`src/rtl/data_sram_resp_pkg.sv`:
```
// Shared types for the data SRAM responder: FSM states, stall encoding and the
// buffered-store record.
package data_sram_resp_pkg;

  typedef enum logic [1:0] {
    DsIdle   = 2'd0,
    DsRdReq  = 2'd1,
    DsRdDone = 2'd2,
    DsWbReq  = 2'd3
  } ds_state_e;

  localparam logic Stop   = 1'b1;
  localparam logic NoStop = 1'b0;

  typedef struct packed {
    logic [31:0] addr;   // word aligned
    logic [3:0]  wstrb;
    logic [31:0] wdata;
  } store_t;

  function automatic logic [31:0] word_addr(input logic [31:0] a);
    return {a[31:2], 2'b00};
  endfunction

endpackage

```
`src/rtl/dsram_wbuf.sv`:
```
// One-entry posted-store buffer with a same-word compare against the
// currently presented request address.
module dsram_wbuf
  import data_sram_resp_pkg::*;
(
  input  logic        clk,
  input  logic        resetn,
  input  logic        load,
  input  logic        clear,
  input  store_t      din,
  input  logic [31:0] cmp_addr,
  output logic        valid,
  output store_t      dout,
  output logic        hit
);

  // capture a store on load, drop it once the bus has acknowledged it
  always_ff @(posedge clk or negedge resetn) begin
    if (!resetn) begin
      valid <= 1'b0;
      dout  <= '0;
    end else if (load) begin
      valid <= 1'b1;
      dout  <= din;
    end else if (clear) begin
      valid <= 1'b0;
    end
  end

  assign hit = valid && (dout.addr[31:2] == cmp_addr[31:2]);

endmodule

```
`src/rtl/data_sram_resp.sv`:
```
// Data SRAM responder: turns single-cycle EX-stage SRAM requests into a
// req/ack bus transaction, posts stores through a one-entry buffer and holds
// the pipeline with stallreq_for_mem until each request can complete.
module data_sram_resp
  import data_sram_resp_pkg::*;
#(
  parameter bit WBUF_EN = 1'b1
) (
  input  logic        clk,
  input  logic        resetn,
  input  logic        data_sram_en,
  input  logic [3:0]  data_sram_wen,
  input  logic [31:0] data_sram_addr,
  input  logic [31:0] data_sram_wdata,
  output logic [31:0] data_sram_rdata,
  output logic        stallreq_for_mem,
  output logic        mem_req,
  output logic        mem_we,
  output logic [3:0]  mem_wstrb,
  output logic [31:0] mem_addr,
  output logic [31:0] mem_wdata,
  input  logic        mem_ack,
  input  logic [31:0] mem_rdata,
  output logic        wbuf_busy
);

  ds_state_e   state, state_nxt;
  store_t      req_st, buf_q, wb_st;
  logic        is_store, ack, buf_valid, buf_hit;
  logic        accept, buf_load, buf_clear, issue_rd, issue_wb, wb_from_req, own_set;
  logic        own_q;
  logic [31:0] rd_q;

  assign is_store = |data_sram_wen;
  // an ack with no request outstanding is ignored
  assign ack      = mem_req & mem_ack;
  assign req_st   = {word_addr(data_sram_addr), data_sram_wen, data_sram_wdata};
  assign wb_st    = wb_from_req ? req_st : buf_q;

  dsram_wbuf u_wbuf (
    .clk      (clk),
    .resetn   (resetn),
    .load     (buf_load),
    .clear    (buf_clear),
    .din      (req_st),
    .cmp_addr (data_sram_addr),
    .valid    (buf_valid),
    .dout     (buf_q),
    .hit      (buf_hit)
  );

  // FSM state register
  always_ff @(posedge clk or negedge resetn) begin
    if (!resetn) state <= DsIdle;
    else         state <= state_nxt;
  end

  // next state, acceptance and bus-issue decisions
  always_comb begin
    state_nxt   = state;
    accept      = 1'b0;
    buf_load    = 1'b0;
    buf_clear   = 1'b0;
    issue_rd    = 1'b0;
    issue_wb    = 1'b0;
    wb_from_req = 1'b0;
    own_set     = 1'b0;
    case (state)
      DsIdle: begin
        if (data_sram_en && !is_store) begin
          // a pending store to the same word must land before the read
          if (buf_hit) begin
            issue_wb  = 1'b1;
            state_nxt = DsWbReq;
          end else begin
            issue_rd  = 1'b1;
            state_nxt = DsRdReq;
          end
        end else if (data_sram_en) begin
          if (buf_valid) begin
            issue_wb  = 1'b1;
            state_nxt = DsWbReq;
          end else if (WBUF_EN) begin
            accept   = 1'b1;
            buf_load = 1'b1;
          end else begin
            // unbuffered: the store itself goes to the bus and stays stalled
            buf_load    = 1'b1;
            issue_wb    = 1'b1;
            wb_from_req = 1'b1;
            own_set     = 1'b1;
            state_nxt   = DsWbReq;
          end
        end else if (buf_valid) begin
          issue_wb  = 1'b1;
          state_nxt = DsWbReq;
        end
      end
      DsRdReq: if (ack) state_nxt = DsRdDone;
      DsRdDone: begin
        accept    = 1'b1;
        state_nxt = DsIdle;
      end
      DsWbReq: if (ack) begin
        buf_clear = 1'b1;
        accept    = own_q;
        state_nxt = DsIdle;
      end
      default: state_nxt = DsIdle;
    endcase
  end

  assign stallreq_for_mem = (resetn && data_sram_en && !accept) ? Stop : NoStop;
  assign wbuf_busy        = buf_valid;

  // remember that the buffered store is the one the pipeline is stalled on
  always_ff @(posedge clk or negedge resetn) begin
    if (!resetn)        own_q <= 1'b0;
    else if (own_set)   own_q <= 1'b1;
    else if (buf_clear) own_q <= 1'b0;
  end

  // registered bus request, held stable until its ack
  always_ff @(posedge clk or negedge resetn) begin
    if (!resetn) begin
      mem_req   <= 1'b0;
      mem_we    <= 1'b0;
      mem_wstrb <= '0;
      mem_addr  <= '0;
      mem_wdata <= '0;
    end else if (issue_rd) begin
      mem_req   <= 1'b1;
      mem_we    <= 1'b0;
      mem_wstrb <= '0;
      mem_addr  <= word_addr(data_sram_addr);
      mem_wdata <= '0;
    end else if (issue_wb) begin
      mem_req   <= 1'b1;
      mem_we    <= 1'b1;
      mem_wstrb <= wb_st.wstrb;
      mem_addr  <= wb_st.addr;
      mem_wdata <= wb_st.wdata;
    end else if (ack) begin
      mem_req   <= 1'b0;
    end
  end

  // read data: captured on ack, handed to MEM when the load is accepted
  always_ff @(posedge clk or negedge resetn) begin
    if (!resetn) begin
      rd_q            <= '0;
      data_sram_rdata <= '0;
    end else begin
      if (state == DsRdReq && ack) rd_q <= mem_rdata;
      if (state == DsRdDone)       data_sram_rdata <= rd_q;
    end
  end

endmodule

```
`config.mk`:
```
export PLATFORM = sky130hd
export DESIGN_NAME = data_sram_resp
export DESIGN_NICKNAME = d
export VERILOG_FILES = /design/src/rtl/data_sram_resp_pkg.sv /design/src/rtl/dsram_wbuf.sv /design/src/rtl/data_sram_resp.sv
export SDC_FILE = /design/constraint.sdc
export NUM_CORES = 1
export LEC_CHECK = 0
export BUFFER_PORTS_ARGS = -buffer_cell sky130_fd_sc_hd__buf_2
export CAP_MARGIN = 15
export CORE_MARGIN = 1
export CORE_UTILIZATION = 54
export DETAILED_ROUTE_END_ITERATION = 6
export PLACE_DENSITY = 0.86
export SLEW_MARGIN = 20
export SYNTH_ARGS = -nofsm -noshare
export SYNTH_HDL_FRONTEND = slang
export SYNTH_SLANG_ARGS = --single-unit
```
`constraint.sdc`:
```
create_clock -name clk -period 2.45 [get_ports clk]
set_input_delay 0.1225 -clock clk [delete_from_list [all_inputs] [get_ports clk]]
set_output_delay 0.1225 -clock clk [all_outputs]
set_load 0.02 [all_outputs]
```
==> results of run 1 <==
## stage by stage
| stage | total power, uW | utilization, % | area, um2 | setup WS [ps] |
|---|---|---|---|---|
| global route | 16200 | 73.8 | 11600 | 34.4 |
| floorplan | 9960 | - | 8690 | 578 |
| finish | 15400 | 73.8 | 11600 | 116 |
| CTS | 15200 | 73.8 | 11600 | 213 |
| global placement | 11500 | 63.0 | 9940 | 379 |
| detailed placement | 11800 | 63.0 | 9940 | 241 |
## metal layers
metal	part of all wire [%]	vias up	track usage, %
met2	48	390	48.3
met1	39	3554	38.8
li1	-	3148	-
met3	8.5	94	6.49
met4	4.6	0	14.9
met5	0	-	0
## state kept, by name, summed over array words and instances, names as in the netlist
signal and flops:
u_wbuf.valid 1, rd_q 32, mem_addr 30, u_wbuf.dout 66, mem_we 1, mem_wdata 32, mem_req 1, state 2
mem_wstrb 4, data_sram_rdata 32
## placed cells by master, fill, tap and decap left out, drive strengths merged, types with 4 or more instances in the layout
cell type    instances
a211oi              30
nor4                34
nor3                30
buf                225
nand2                9
inv                 38
mux2               130
nor2                 4
xnor2               31
o21ai               38
nand4               14
o22ai               30
clkbuf              36
nand3                8
dlygate4sd3        100
a22oi               36
dfrtp              201
## critical path: cells and delay by family (launching register included)
family	cells	cell delay [ps]
XOR/XNOR	1	320
flip-flops	1	420
buffers and inverters	1	230
AND/OR/NAND/NOR	4	1240
## kinds of logic (layout without fill, tap and decap cells)
family / after synthesis / in the layout / synth area share, %
other: 1 / 2 / 0.0432
multiplexers: 130 / 130 / 16.8
AO/OA/AOI/OAI: 136 / 136 / 10.2
buffers and inverters: 92 / 402 / 4.95
flip-flops: 201 / 201 / 57.9
XOR/XNOR: 31 / 31 / 3.12
AND/OR/NAND/NOR: 107 / 107 / 6.90
## final timing paths
kind | start | to | slack [ps] | cells past startpoint
max in group asynchronous | resetn | u_wbuf.dout[13] | 1510 | 3
worst min-delay path | resetn | u_wbuf.dout[39] | 100 | 2
worst max register to register | u_wbuf.dout[60] | mem_addr[15] | 120 | 6
worst max-delay path | u_wbuf.dout[60] | mem_addr[15] | 120 | 6
worst min register to register | rd_q[19] | data_sram_rdata[19] | 500 | 1
min in group clk | data_sram_en | u_wbuf.valid | 180 | 4
## power breakdown
part / internal, uW / total [uW] / leakage (uW) / switching [uW]
sequential: 4980 / 6190 / 0.00243 / 1210
combinational: 2650 / 6030 / 0.00251 / 3380
clock: 1890 / 3200 / 0.000345 / 1310
## area by class of cell
type | instances | area (um2) | share of cell area [%]
Timing Repair Buffer | 326 | 2240 | 19.2
Clock inverter | 3 | 15.0 | 0.129
Clock buffer | 35 | 681 | 5.85
Multi-Input combinational cell | 406 | 3270 | 28.1
Tap cell | 216 | 270 | 2.32
Inverter | 38 | 143 | 1.23
Sequential cell | 201 | 5030 | 43.2
## what timing repair did
action / in CTS / in global routing
endpoints found under the hold margin: 222 / 0
gates resized for setup: 0 / 1
hold buffers: 100 / 0
setup endpoints to repair: 0 / 1
==> reports/metrics.cfg, run 1 <==
[sta]
setup_viol=0
whs_ps=96.4
finalCriticalPeriod_ps=2330
period_share_pct=95.3
rsz0062_at_grt=false
worstMarginPinSlew_ps=580
fin_setup_tns_ps=0
max_slew_margin_pct=61.3
finClkSkew_ps=14.2
maxSlewViolCount=0
max_freq_mhz=428
hold_viol=0

[synth]
yosys.area.top_type_share_pct=57.9
synthArstFlopShare_pct=100
synth_common_cells=201 x dfrtp_1, 130 x mux2_2, 38 x inv_1, 36 x a22oi_1, 34 x nor4_1
synth_area_um2=8690
synth_seq_cells=201
avgSynthCellArea_um2=12.4
synth_area_leader_cell=dfrtp_1
ys_seq_area_share_pct=57.9
synth.distinct_cells=29
yosys_warnings=0
synth_edf_count=0
ys.flop_type=dfrtp_1
synth_area_leaders=dfrtp_1 58%, mux2_2 17%, xnor2_1 3.1%
synthCells=698
yosysMostFrequentCell=dfrtp_1

[clocking]
cts_inserted_buffers=22
clock_path_buffers=3
root_buffer=clkbuf_16
htreeDepth=1
post_cts_buffers=0
cts_tree=done
cts.sinks=201
path_clk_slew_ps=60
clk_latency_ps=500

[detailed_routing]
viasPerCell=5.87
ant_nets=0
wirelength_um=24600
drcViolationCount=0
vias=7186
drtIter0Drc=749
drtPass1Iterations=5
wl_per_cell_um=20.1

[critical_path]
start_kind=register
worst_ep_required_time_ps=2820
crit_chain=xnor2_1 > nand4_1 > or4_1 > buf_4 > nor4_1 > nor3_1
crit_fanout=13
critical_path_arrival_ps=2700
cp_slowest_cell=or4_1
critical_path_class=reg -> reg
worst_setup_path_end_kind=register
critPathMaxStageDelay_ps=610

[grt]
grt_max_degree=107
grt_pass1_vias=7213
antenna_found_initial=0
grt_first_pass_wirelength_um=38700
track_usage_pct=30.0
grt_overflow=0

[final_layout]
syn_to_final_growth_pct=34.0
fin_nets=1099
n_fill_cell=1031
layout-drive-gt1-share_pct=39.1
diodes=0
instances_no_fill=1225

[floorplan]
coreArea_um2=15800
boundaryPins=208
initial_core_util_pct=55.1
row_count=46
die_h_um=129
chipWidth_um=129
die_area_um2=16600

[min_path]
min_path_type=in -> async

[pwr]
peakVddDrop_uv=794
cellPowerDensity_nw_per_um2=1330
power.leakage_uw=0.00528

[placement]
gp_congestion=0.825
dp_cells=1087
hpwl_um=13800
portBuffers=203

[outcome]
status=finished, final reports clean

[flow_run]
drv_cap=0

(Power assumes the default switching activity.)
==> run 2: changes to the inputs <==
--- a/config.mk
+++ b/config.mk
@@ -7,10 +7,12 @@
 export LEC_CHECK = 0
 export BUFFER_PORTS_ARGS = -buffer_cell sky130_fd_sc_hd__buf_2
 export CAP_MARGIN = 15
+export CELL_PAD_IN_SITES_DETAIL_PLACEMENT = 0
+export CELL_PAD_IN_SITES_GLOBAL_PLACEMENT = 2
 export CORE_MARGIN = 1
-export CORE_UTILIZATION = 54
+export CORE_UTILIZATION = 38
 export DETAILED_ROUTE_END_ITERATION = 6
-export PLACE_DENSITY = 0.86
+export PLACE_DENSITY = 0.91
 export SLEW_MARGIN = 20
 export SYNTH_ARGS = -nofsm -noshare
 export SYNTH_HDL_FRONTEND = slang
==> constraint.sdc (replaced) <==
create_clock -name clk -period 2.8 [get_ports clk]
set_input_delay 0.14 -clock clk [delete_from_list [all_inputs] [get_ports clk]]
set_output_delay 0.14 -clock clk [all_outputs]
set_load 0.02 [all_outputs]
==> run 2 against run 1 <==
  * Worst hold slack worse by 19 ps
  * Cell count is 5.8% higher
  * Sequential share of layout area decreased by 0.88 points
  * Die area rose by 41%
  * Largest power group unchanged
  * Power shrank 11%
  * Critical path depth did not move
  * Clock skew up 5.2 ps
  * Clock-buffer cell count is 1 higher
  * Highest routed layer unchanged
  * Fmax grew 2.6%
  * Combinational power is 14% lower
  * Flip-flop and latch count is the same
  * Critical endpoint is now mem_addr[31]
  * Sequential power fell by 14%
==> reports/metrics.cfg, run 2 (synthesis gave the netlist of run 1 again) <==
[flow_run]
drv_cap=0  ; unchanged

[final_layout]
largest_register_ffs=66  ; unchanged
final_cell_mix=202 x buf_2, 201 x dfrtp_1, 130 x mux2_2
fin_nets=1103  ; +0.36%
top_register=u_wbuf.dout
diodes=0  ; unchanged
layout-drive-gt1-share_pct=39.6  ; +0.42 points
layout_commonest_cell=buf_2
fin_area_um2=11900  ; +2.1%
instances_no_fill=1296  ; +5.8%
syn_to_final_growth_pct=36.8

[clocking]
cts_inserted_buffers=24  ; +9.1%
htreeDepth=1  ; unchanged
root_buffer=clkbuf_16
clk_latency_ps=520  ; +20 ps
cts_tree=done
post_cts_resized=0  ; unchanged
path_clk_slew_ps=60  ; about the same
clock_path_buffers=3  ; unchanged
cts.sinks=201  ; unchanged

[sta]
setup_viol=0  ; unchanged
period_share_pct=81.3  ; -14 points
finalCriticalPeriod_ps=2280  ; -58.5 ps
finalWorstSetupSlack_ps=525  ; +408 ps
fin_setup_tns_ps=0  ; unchanged
max_slew_margin_pct=62.2  ; +0.83 points
finClkSkew_ps=19.4  ; +5.18 ps
worstMarginPinSlew_ps=568  ; -12.4 ps
maxSlewViolCount=0  ; unchanged
max_freq_mhz=439  ; +2.6%
hold_viol=0  ; unchanged
rsz0062_at_grt=false

[pwr]
power.leakage_uw=0.00536  ; +1.4%
fin_total_pwr_uw=13800  ; -11%
peakVddDrop_uv=710  ; -10%
cellPowerDensity_nw_per_um2=1160  ; -13%

[placement]
preCtsSetupSlack_ps=576  ; +335 ps
place_area_um2=10000  ; +1.1%
gp_congestion=0.755  ; -8.6%
hpwl_um=14800  ; +6.9%
portBuffers=203  ; unchanged
dp_cells=1153  ; +6.1%

[critical_path]
crit_fanout=21  ; +8
critical_path_arrival_ps=2660  ; -40 ps
worst_ep_required_time_ps=3190  ; +370 ps
worst-r2r-setup-slack_ps=520  ; +410 ps
worst_setup_path_end_kind=register
start_kind=register
critical_path_class=reg -> reg

[detailed_routing]
drcViolationCount=0  ; unchanged
ant_nets=0  ; unchanged
vias=6830  ; -5.0%
viasPerCell=5.27  ; -10%
wl_per_cell_um=18.6  ; -7.5%
drtPass1Iterations=7  ; +2
wirelength_um=24100  ; -2.1%
drtIter0Drc=327  ; -56%

[floorplan]
coreArea_um2=22100  ; +40%
die_area_um2=23500  ; +41%
chipWidth_um=153  ; +19%
row_count=54  ; +17%
die_h_um=153  ; +19%
initial_core_util_pct=39.3  ; -16 points
boundaryPins=208  ; unchanged

[grt]
grt_pass1_vias=7067  ; -2.0%
antenna_found_initial=0  ; unchanged
grt_max_degree=99  ; -7.5%
grt_overflow=0  ; unchanged
grt_first_pass_wirelength_um=38500  ; -0.54%
track_usage_pct=20.6  ; -9.4 points

[min_path]
min_path_type=in -> async

[outcome]
status=finished, final reports clean

## run 2: cell count changes in the layout (fill, tap and decap cells not counted), sizes merged
cell	before	now
buf	225	227
clkinv	3	4
bufinv	0	3
clkbuf	36	37
## run 2: cell type report
class	instances	area, um2
clock inverters	7	125
fillers	1890	10200
flip-flops and latches	201	5030
multi-input cells	406	3260
well taps	280	350
inverters	38	143
clock buffers	36	706
repair buffers	328	2260
## run 2: path summary, 6_finish.rpt
check	start	to	depth (start not counted)
min in group clk	data_sram_en	u_wbuf.valid	3
setup / recovery	u_wbuf.dout[60]	mem_addr[31]	6
hold reg to reg	rd_q[30]	rd_q[30]	1
setup reg to reg	u_wbuf.dout[60]	mem_addr[31]	6
hold / removal	resetn	u_wbuf.dout[61]	2
max in group asynchronous	resetn	u_wbuf.dout[32]	3
## run 2: report_power, final
part	switching (uW)	leakage [uW]	internal, uW
Combinational	2870	0.00253	2350
Clock	1210	0.000407	2020
Sequential	971	0.00243	4360
Total	5050	0.00536	8720
## run 2: per-stage QoR
| stage | util, % | hold slack (ps) |
|---|---|---|
| 2_1_floorplan | - | -156 |
| 3_3_place_gp | 45.5 | 68.2 |
| 3_5_place_dp | 45.5 | 73.6 |
| 4_1_cts | 53.8 | 68.8 |
| 5_1_grt | 53.8 | 90.9 |
| 6_report | 53.8 | 77.4 |
## run 2: repair_timing
item                      CTS  global route
setup buffers               0             0
hold endpoints to repair  238             0
hold buffers              100             0
## run 2: layer usage
| layer | wire length, um | track usage (%) | up-vias |
|---|---|---|---|
| met2 | 11300 | 33.0 | 241 |
| met1 | 10400 | 27.3 | 3380 |
| met5 | 0 | 0 | - |
| li1 | - | - | 3169 |
| met3 | 1930 | 5.61 | 40 |
| met4 | 548 | 6.11 | 0 |
## run 2: worst max-delay path: stages (launching register included)
cell     delay, ps
dfrtp_1        410
xnor2_1        360
nand4_1        190
or4_1          560
buf_4          250
nor4_1         280
nor3_1          80
==> run 3: changes to the inputs <==
--- a/config.mk
+++ b/config.mk
@@ -10,9 +10,9 @@
 export CELL_PAD_IN_SITES_DETAIL_PLACEMENT = 0
 export CELL_PAD_IN_SITES_GLOBAL_PLACEMENT = 2
 export CORE_MARGIN = 1
-export CORE_UTILIZATION = 38
+export CORE_UTILIZATION = 35
 export DETAILED_ROUTE_END_ITERATION = 6
-export PLACE_DENSITY = 0.91
+export PLACE_DENSITY = 0.85
 export SLEW_MARGIN = 20
 export SYNTH_ARGS = -nofsm -noshare
 export SYNTH_HDL_FRONTEND = slang
==> constraint.sdc (replaced) <==
create_clock -name clk -period 2.1 [get_ports clk]
set_input_delay 0.105 -clock clk [delete_from_list [all_inputs] [get_ports clk]]
set_output_delay 0.105 -clock clk [all_outputs]
set_load 0.02 [all_outputs]
==> run 3 against run 2 <==
  * Utilization down 2.4 points
  * Register-to-register slack worse by 490 ps
  * Cell count up 4.8%
  * Critical endpoint is now mem_addr[20]
  * Clock skew down 9.3 ps
  * Fmax up 10%
  * Clock-buffer cell count down 3
  * Largest power group is now combinational cells
  * Via count up 1.0%
  * First-iteration DRC count up 26%
  * Critical path depth unchanged
  * Worst setup slack worse by 490 ps
  * Power up 37%
  * Global-route usage down 1.4 points
==> reports/metrics.cfg, run 3 (synthesis gave the netlist of run 1 again) <==
[final_layout]
layout-drive-gt1-share_pct=44.8  ; +5.2 points
layout_commonest_cell=buf_2
final_cell_mix=202 x buf_2, 200 x dfrtp_1, 130 x mux2_2
top_register=u_wbuf.dout
syn_to_final_growth_pct=43.7
fin_area_um2=12500  ; +5.1%
diodes=0  ; unchanged
n_fill_cell=2141  ; +13%
largest_register_ffs=66  ; unchanged
fin_nets=1121  ; +1.6%

[floorplan]
chipWidth_um=160  ; +4.1%
coreArea_um2=24300  ; +10%
die_h_um=160  ; +4.1%
boundaryPins=208  ; unchanged
die_area_um2=25500  ; +8.5%
row_count=57  ; +5.6%
initial_core_util_pct=35.7  ; -3.6 points

[grt]
grt_overflow=0  ; unchanged
antenna_found_initial=0  ; unchanged
track_usage_pct=19.2  ; -1.4 points
grt_first_pass_wirelength_um=39500  ; +2.7%
grt_max_degree=85  ; -14%
grt_pass1_vias=7316  ; +3.5%

[sta]
hold_viol=0  ; unchanged
worstMarginPinSlew_ps=607  ; +39.9 ps
finClkSkew_ps=10.1  ; -9.35 ps
rsz0062_at_grt=true
finalCriticalPeriod_ps=2070  ; -207 ps
max_freq_mhz=483  ; +10%
period_share_pct=98.5  ; +17 points
max_slew_margin_pct=59.5  ; -2.7 points
setup_viol=0  ; unchanged
maxSlewViolCount=0  ; unchanged

[clocking]
root_buffer=clkbuf_16
clock_path_buffers=3  ; unchanged
cts.sinks=201  ; unchanged
path_clk_slew_ps=60  ; about the same
cts_inserted_buffers=23  ; -4.2%
cts_tree=done
htreeDepth=1  ; unchanged
clk_latency_ps=510  ; about the same

[flow_run]
drv_cap=0  ; unchanged

[critical_path]
crit_chain=xnor2_2 > nand4_1 > or4_4 > buf_8 > nor4_1 > nor3_1
timing.rr.start=u_wbuf.dout[61]
crit_end=mem_addr[20]
worst_setup_path_end_kind=register
critical_path_class=reg -> reg
r2r-end=mem_addr[20]
start_kind=register
worst-r2r-setup-slack_ps=30  ; -490 ps
critical_path_arrival_ps=2460  ; -200 ps
crit_start=u_wbuf.dout[61]
critPathMaxStageDelay_ps=490  ; -70 ps
r2r.worst_path.cells=6  ; unchanged
crit_fanout=18  ; -14%
cp_slowest_cell=or4_4
worst_ep_required_time_ps=2490  ; -700 ps

[pwr]
power.leakage_uw=0.00566  ; +5.6%
fin_total_pwr_uw=18900  ; +37%
cellPowerDensity_nw_per_um2=1520  ; +31%
peakVddDrop_uv=971  ; +37%

[placement]
hpwl_um=14700  ; -0.56%
portBuffers=203  ; unchanged
gp_congestion=0.775  ; +2.7%
place_area_um2=10300  ; +2.3%

[min_path]
min_path_type=in -> async

[detailed_routing]
drtIter0Drc=411  ; +26%
wirelength_um=24400  ; +1.2%
drcViolationCount=0  ; unchanged
wl_per_cell_um=18.0  ; -3.4%
vias=6901  ; +1.0%
drtPass1Iterations=5  ; -2
ant_nets=0  ; unchanged
viasPerCell=5.08  ; -3.6%

[outcome]
status=finished, final reports clean

## run 3: final cells by class
class | count | area (um2) | area share, %
clock inverter | 9 | 155 | 1.24
multi-input combinational | 406 | 3560 | 28.5
tap | 324 | 405 | 3.25
sequential | 201 | 5030 | 40.3
clock buffer | 33 | 663 | 5.31
inverter | 38 | 143 | 1.14
timing repair buffer | 347 | 2530 | 20.2
## run 3: where the power goes
group | internal, uW | switching, uW | leakage (uW)
combinational | 3510 | 3910 | 0.00283
sequential | 5810 | 1360 | 0.00242
clock | 2690 | 1630 | 0.000404
total | 12000 | 6910 | 0.00566
## run 3: through the flow
stage	setup TNS [ps]	cells	hold slack (ps)	utilization (%)	setup WS, ps
global route	-242	1358	143	51.3	-41.3
CTS	0	1352	122	50.1	3.53
floorplan	0	699	-191	-	228
detailed placement	-504	1209	98.0	42.3	-54.9
global placement	-192	1209	99.8	42.3	-32.4
finish	0	1358	113	51.3	31.6
## run 3: worst min-delay path by stage
stage / start / endpoint / depth (start not counted)
2_1_floorplan: resetn / data_sram_rdata[0] / 0
3_3_place_gp: resetn / mem_addr[24] / 1
3_5_place_dp: resetn / mem_addr[24] / 1
4_1_cts: resetn / u_wbuf.dout[57] / 2
5_1_grt: resetn / mem_addr[24] / 2
6_report: resetn / mem_addr[24] / 2
## run 3: worst max-delay path, delay by kind of cell, from the launching register on
family / cells / cell delay (ps)
buffers and inverters: 1 / 190
flip-flops: 1 / 440
XOR/XNOR: 1 / 230
AND/OR/NAND/NOR: 4 / 1080
## run 3: per-layer routing
metal | part of all wire, % | track usage (%)
met1 | 43 | 25.1
met2 | 46 | 30.8
met3 | 7.7 | 5.18
met4 | 2.7 | 6.51
met5 | 0 | 0
## run 3: timing repair
item,4_1_cts,5_1_grt
resized for setup,11,47
setup buffers,0,6
cloned,1,1
pin swaps,0,15
setup endpoints to repair,23,35
hold endpoints to repair,173,0
hold buffers,100,0
